[src/rtl/stochastic_number_generator.sv]
// Stochastic number generator: 4-bit LFSR feeding three decorrelated
// comparators whose AND forms a product-density bit stream.
//
// Ports:
//   clk        rising-edge clock
//   rst        synchronous active-high reset (L <= SEED, SBS <= 0)
//   X1..X3     4-bit unsigned operands, sampled every edge
//   L          registered LFSR state (x^4+x^3+1, period 15)
//   SBS        registered stream bit, B1&B2&B3 of the previous L
module stochastic_number_generator #(
  parameter logic [4:1] SEED = 4'b0001
) (
  input  logic       clk,
  input  logic       rst,
  input  logic [4:1] X1,
  input  logic [4:1] X2,
  input  logic [4:1] X3,
  output logic [4:1] L,
  output logic       SBS
);

  logic [4:1] lfsr_q;
  logic [4:1] lfsr_d;
  logic       sbs_q;
  logic       sbs_d;

  logic [4:1] r1;
  logic [4:1] r2;
  logic [4:1] r3;
  logic       b1;
  logic       b2;
  logic       b3;

  always_comb begin
    r1 = lfsr_q;
    r2 = {lfsr_q[3:1], lfsr_q[4]};
    r3 = {lfsr_q[1], lfsr_q[2],
          lfsr_q[3], lfsr_q[4]};
    b1 = (r1 < X1);
    b2 = (r2 < X2);
    b3 = (r3 < X3);
    sbs_d = b1 & b2 & b3;
    // all-zero state never leaves by itself;
    // reload the seed to escape it
    if (lfsr_q == 4'b0000) begin
      lfsr_d = SEED;
    end else begin
      lfsr_d = {lfsr_q[3:1],
                lfsr_q[4] ^ lfsr_q[3]};
    end
  end

  always_ff @(posedge clk) begin
    if (rst) begin
      lfsr_q <= SEED;
      sbs_q  <= 1'b0;
    end else begin
      lfsr_q <= lfsr_d;
      sbs_q  <= sbs_d;
    end
  end

  assign L   = lfsr_q;
  assign SBS = sbs_q;

endmodule

[config.mk]
export PLATFORM = sky130hd
export DESIGN_NAME = stochastic_number_generator
export DESIGN_NICKNAME = d
export VERILOG_FILES = /design/src/rtl/stochastic_number_generator.sv
export SDC_FILE = /design/constraint.sdc
export NUM_CORES = 1
export LEC_CHECK = 0
export ABC_AREA = 1
export CAP_MARGIN = 10
export CORE_AREA = 2 2 39 41
export DETAILED_ROUTE_END_ITERATION = 10
export DIE_AREA = 0 0 41 43
export SLEW_MARGIN = 20
export SYNTH_ARGS = -nofsm -noshare
export SYNTH_HDL_FRONTEND = slang
export SYNTH_SLANG_ARGS = --single-unit
[constraint.sdc]
create_clock -name clk -period 1.25 [get_ports clk]
set_input_delay 0.25 -clock clk [delete_from_list [all_inputs] [get_ports clk]]
set_output_delay 0.25 -clock clk [all_outputs]
set_load 0.02 [all_outputs]
==> impl_metrics.yaml <==
final_layout:
  syn_to_final_growth_pct: 66.5
  n_antenna_cell: 0
  final_nets: 118
  seqCellArea_um2: 100
  finalInstanceArea_um2: 721
  fillers: 137
  multiInputGateArea_um2: 292
  drive_gt1_share_pct: 17.2
place:
  place_congestion: 0.763
  io_buffers: 18
  placed_cell_area_um2: 663
  detailed_place_hpwl_um: 790
routing:
  totalWireLength_um: 980
  antenna_left: 0
  drt-initial-drc-count: 5
  post-route-drc-count: 0
  drt_pre_antenna_iters: 4
  vias: 441
  wire_per_inst_um: 8.99
  vias_per_cell: 4.05
timing:
  setup_viol: 0
  period_minus_slack_ns: 1.16
  tightestPinTransition_ns: 0.220
  report.final.slew_viol_count: 0
  fmax_mhz: 859
  max_slew_margin_pct: 85.4
  finalHoldViolations: 0
  fin_setup_tns_ns: 0
  fin_skew_ns: 0.00351
  rsz0062_at_grt: "false"
  fin_crit_sh_pct: 93.2
pwr:
  power_frac_clock_pct: 28.1
  finalPower_w: 0.000683
  power_switching_w: 0.000232
  vdd_drop_max_mv: 0.774
  seqPwrFrac_pct: 27.9
  power_density_nw_per_um2: 947
  leakagePower_nw: 0.413
  power_frac_comb_pct: 44.0
  p_int_w: 0.000450
  switching_share_pct: 34.0
critical_path:
  cp-start-kind: "register"
  reg2reg_slack_ns: 0.09
  cp_slowest_cell: "dlygate4sd2_1"
  cp_data_arrival_time_ns: 0.91
  critPathMaxFanout: 2
  cp.required_ns: 1.00
  reg2regPathDepth: 6
  critical_path_buf_inv_count: 1
  critPathKind: "register to primary output"
  critPathTopFamily: "buffers and inverters"
  endpoint_kind: "primary output"
  crit_chain: "dlygate4sd2_1"
  cp_num_cells: 1
  cpPeakStageDelay_ns: 0.34
floorplan:
  die_h_um: 43
  start_util_pct: 31.3
  dieArea_um2: 1760
  io_pins: 19
  rows: 14
  core_area_um2: 1380
  die_w_um: 41
yosys:
  ys_seq_area_share_pct: 23.1
  synthCells: 67
  synth_top_area_share_pct: 28.9
  syn_area_um2: 433
  synth_top_area_cell: "ha_1"
  ys_ff_latch: 5
  ys_types: 9
  synth_area_per_cell_um2: 6.46
  yosys_warnings: 0
  syn_nets: 91
  synthTopCellsByArea: "ha_1, dfxtp_1, nand2_1"
global_routing:
  grt_max_degree: 5
  grt_use_total_pct: 12.3
  grt_pass1_vias: 379
  antenna_found_initial: 0
  grt_pass1_wl_mm: 1.46
  grt_overflow: 0
hold_path:
  hold_class: "register to register"
  hold_depth: 3
clock_tree:
  clock-sinks: 5
  htree_levels: 1
  clk_pin_slew_ns: 0.05
  worstSkewPairLatency_ns: 0.25
  cts_buffers: 3
  cts_tree: "done"
  cts_buffer_depth: 2
  cts-root-buf: "clkbuf_4"
  cts_hold_buffers: 0
status:
  status: "finished, final reports clean"
flow_run:
  max_cap_violations: 0
## area by class of cell
class,count,share of cell area [%]
Clock buffer,4,3.65
Inverter,21,10.9
Multi-Input combinational cell,41,40.5
Sequential cell,5,13.9
Tap cell,16,2.78
Timing Repair Buffer,22,28.3
## power groups by stage
stage	sequential [W]	combinational (W)	clock (W)
final	0.000191	0.000301	0.000192
after global routing	0.000192	0.000339	0.000214
after floorplan	0.000231	0.000125	0
after CTS	0.000191	0.000284	0.000202
after detailed placement	0.000195	0.000298	0
after global placement	0.000197	0.000293	0
## final timing paths
kind | startpoint | to
setup reg to reg | L[3]$_SDFF_PP0_ | L[4]$_SDFF_PP0_
hold reg to reg | L[2]$_SDFF_PP0_ | L[3]$_SDFF_PP0_
setup / recovery | L[3]$_SDFF_PP0_ | L[3]
hold / removal | L[2]$_SDFF_PP0_ | L[3]$_SDFF_PP0_
## cells in the mapped netlist
cell type and number:
nor2_1 6, ha_1 10, inv_2 4, nand3_1 1, nor2_2 1, inv_1 17, nand2_1 22, dfxtp_1 5
a31oi_2 1
## worst reg2reg max path, cell delays in order (launching register included)
cell and delay (ns):
dfxtp_1 0.33, buf_4 0.15, inv_1 0.06, ha_1 0.20, a31oi_2 0.21, inv_2 0.06
nor2_1 0.08
## routing by layer
layer / vias to the layer above / track usage [%] / wire [µm]
met4: 0 / 4.00 / 0
li1: 248 / - / -
met5: - / 0 / 0
met3: 0 / 6.81 / 96
met1: 180 / 15.9 / 415
met2: 13 / 16.9 / 469
## stage by stage
stage / cells / util (%) / worst slack, ns / hold WS (ns)
finish: 109 / 52.1 / 0.0854 / 0.581
detailed placement: 105 / 47.9 / -0.204 / 0.580
CTS: 109 / 49.4 / 0.0528 / 0.582
global route: 109 / 52.1 / 0.0116 / 0.610
floorplan: 67 / - / 0.0840 / 0.346
global placement: 105 / 47.9 / -0.200 / 0.593
## what timing repair did
action | 4_1_cts | 5_1_grt
gates resized for setup | 5 | 3
cloned | 0 | 0
pin swaps | 0 | 2
setup buffers | 0 | 0
setup endpoints to repair | 5 | 1
## cell usage in the layout, fill, tap and decap left out
cell type        synthesis  routed
nor2_2                   1       1
clkbuf_1                 0       1
ha_4                     0       3
nor2_1                   6       6
inv_2                    4       4
nand2_1                 22      22
buf_4                    0       4
nand3_1                  1       1
dfxtp_1                  5       5
a31oi_2                  1       1
clkdlybuf4s50_1          0      13
clkbuf_4                 0       3
ha_1                    10       7
inv_1                   17      17
dlygate4sd2_1            0       5
## kinds of logic (layout without fill, tap and decap cells)
kind of cell / after synthesis / count (layout) / share of synthesized area [%]
simple gates: 30 / 30 / 26.9
buf+inv: 21 / 47 / 18.2
fa+ha+maj: 10 / 10 / 28.9
compound gates: 1 / 1 / 2.89
flops: 5 / 5 / 23.1
## sequential cells by signal, indices dropped and copies added (netlist names)
signal,cells
L,4
SBS,1
Power figures use the tool's default switching activity.
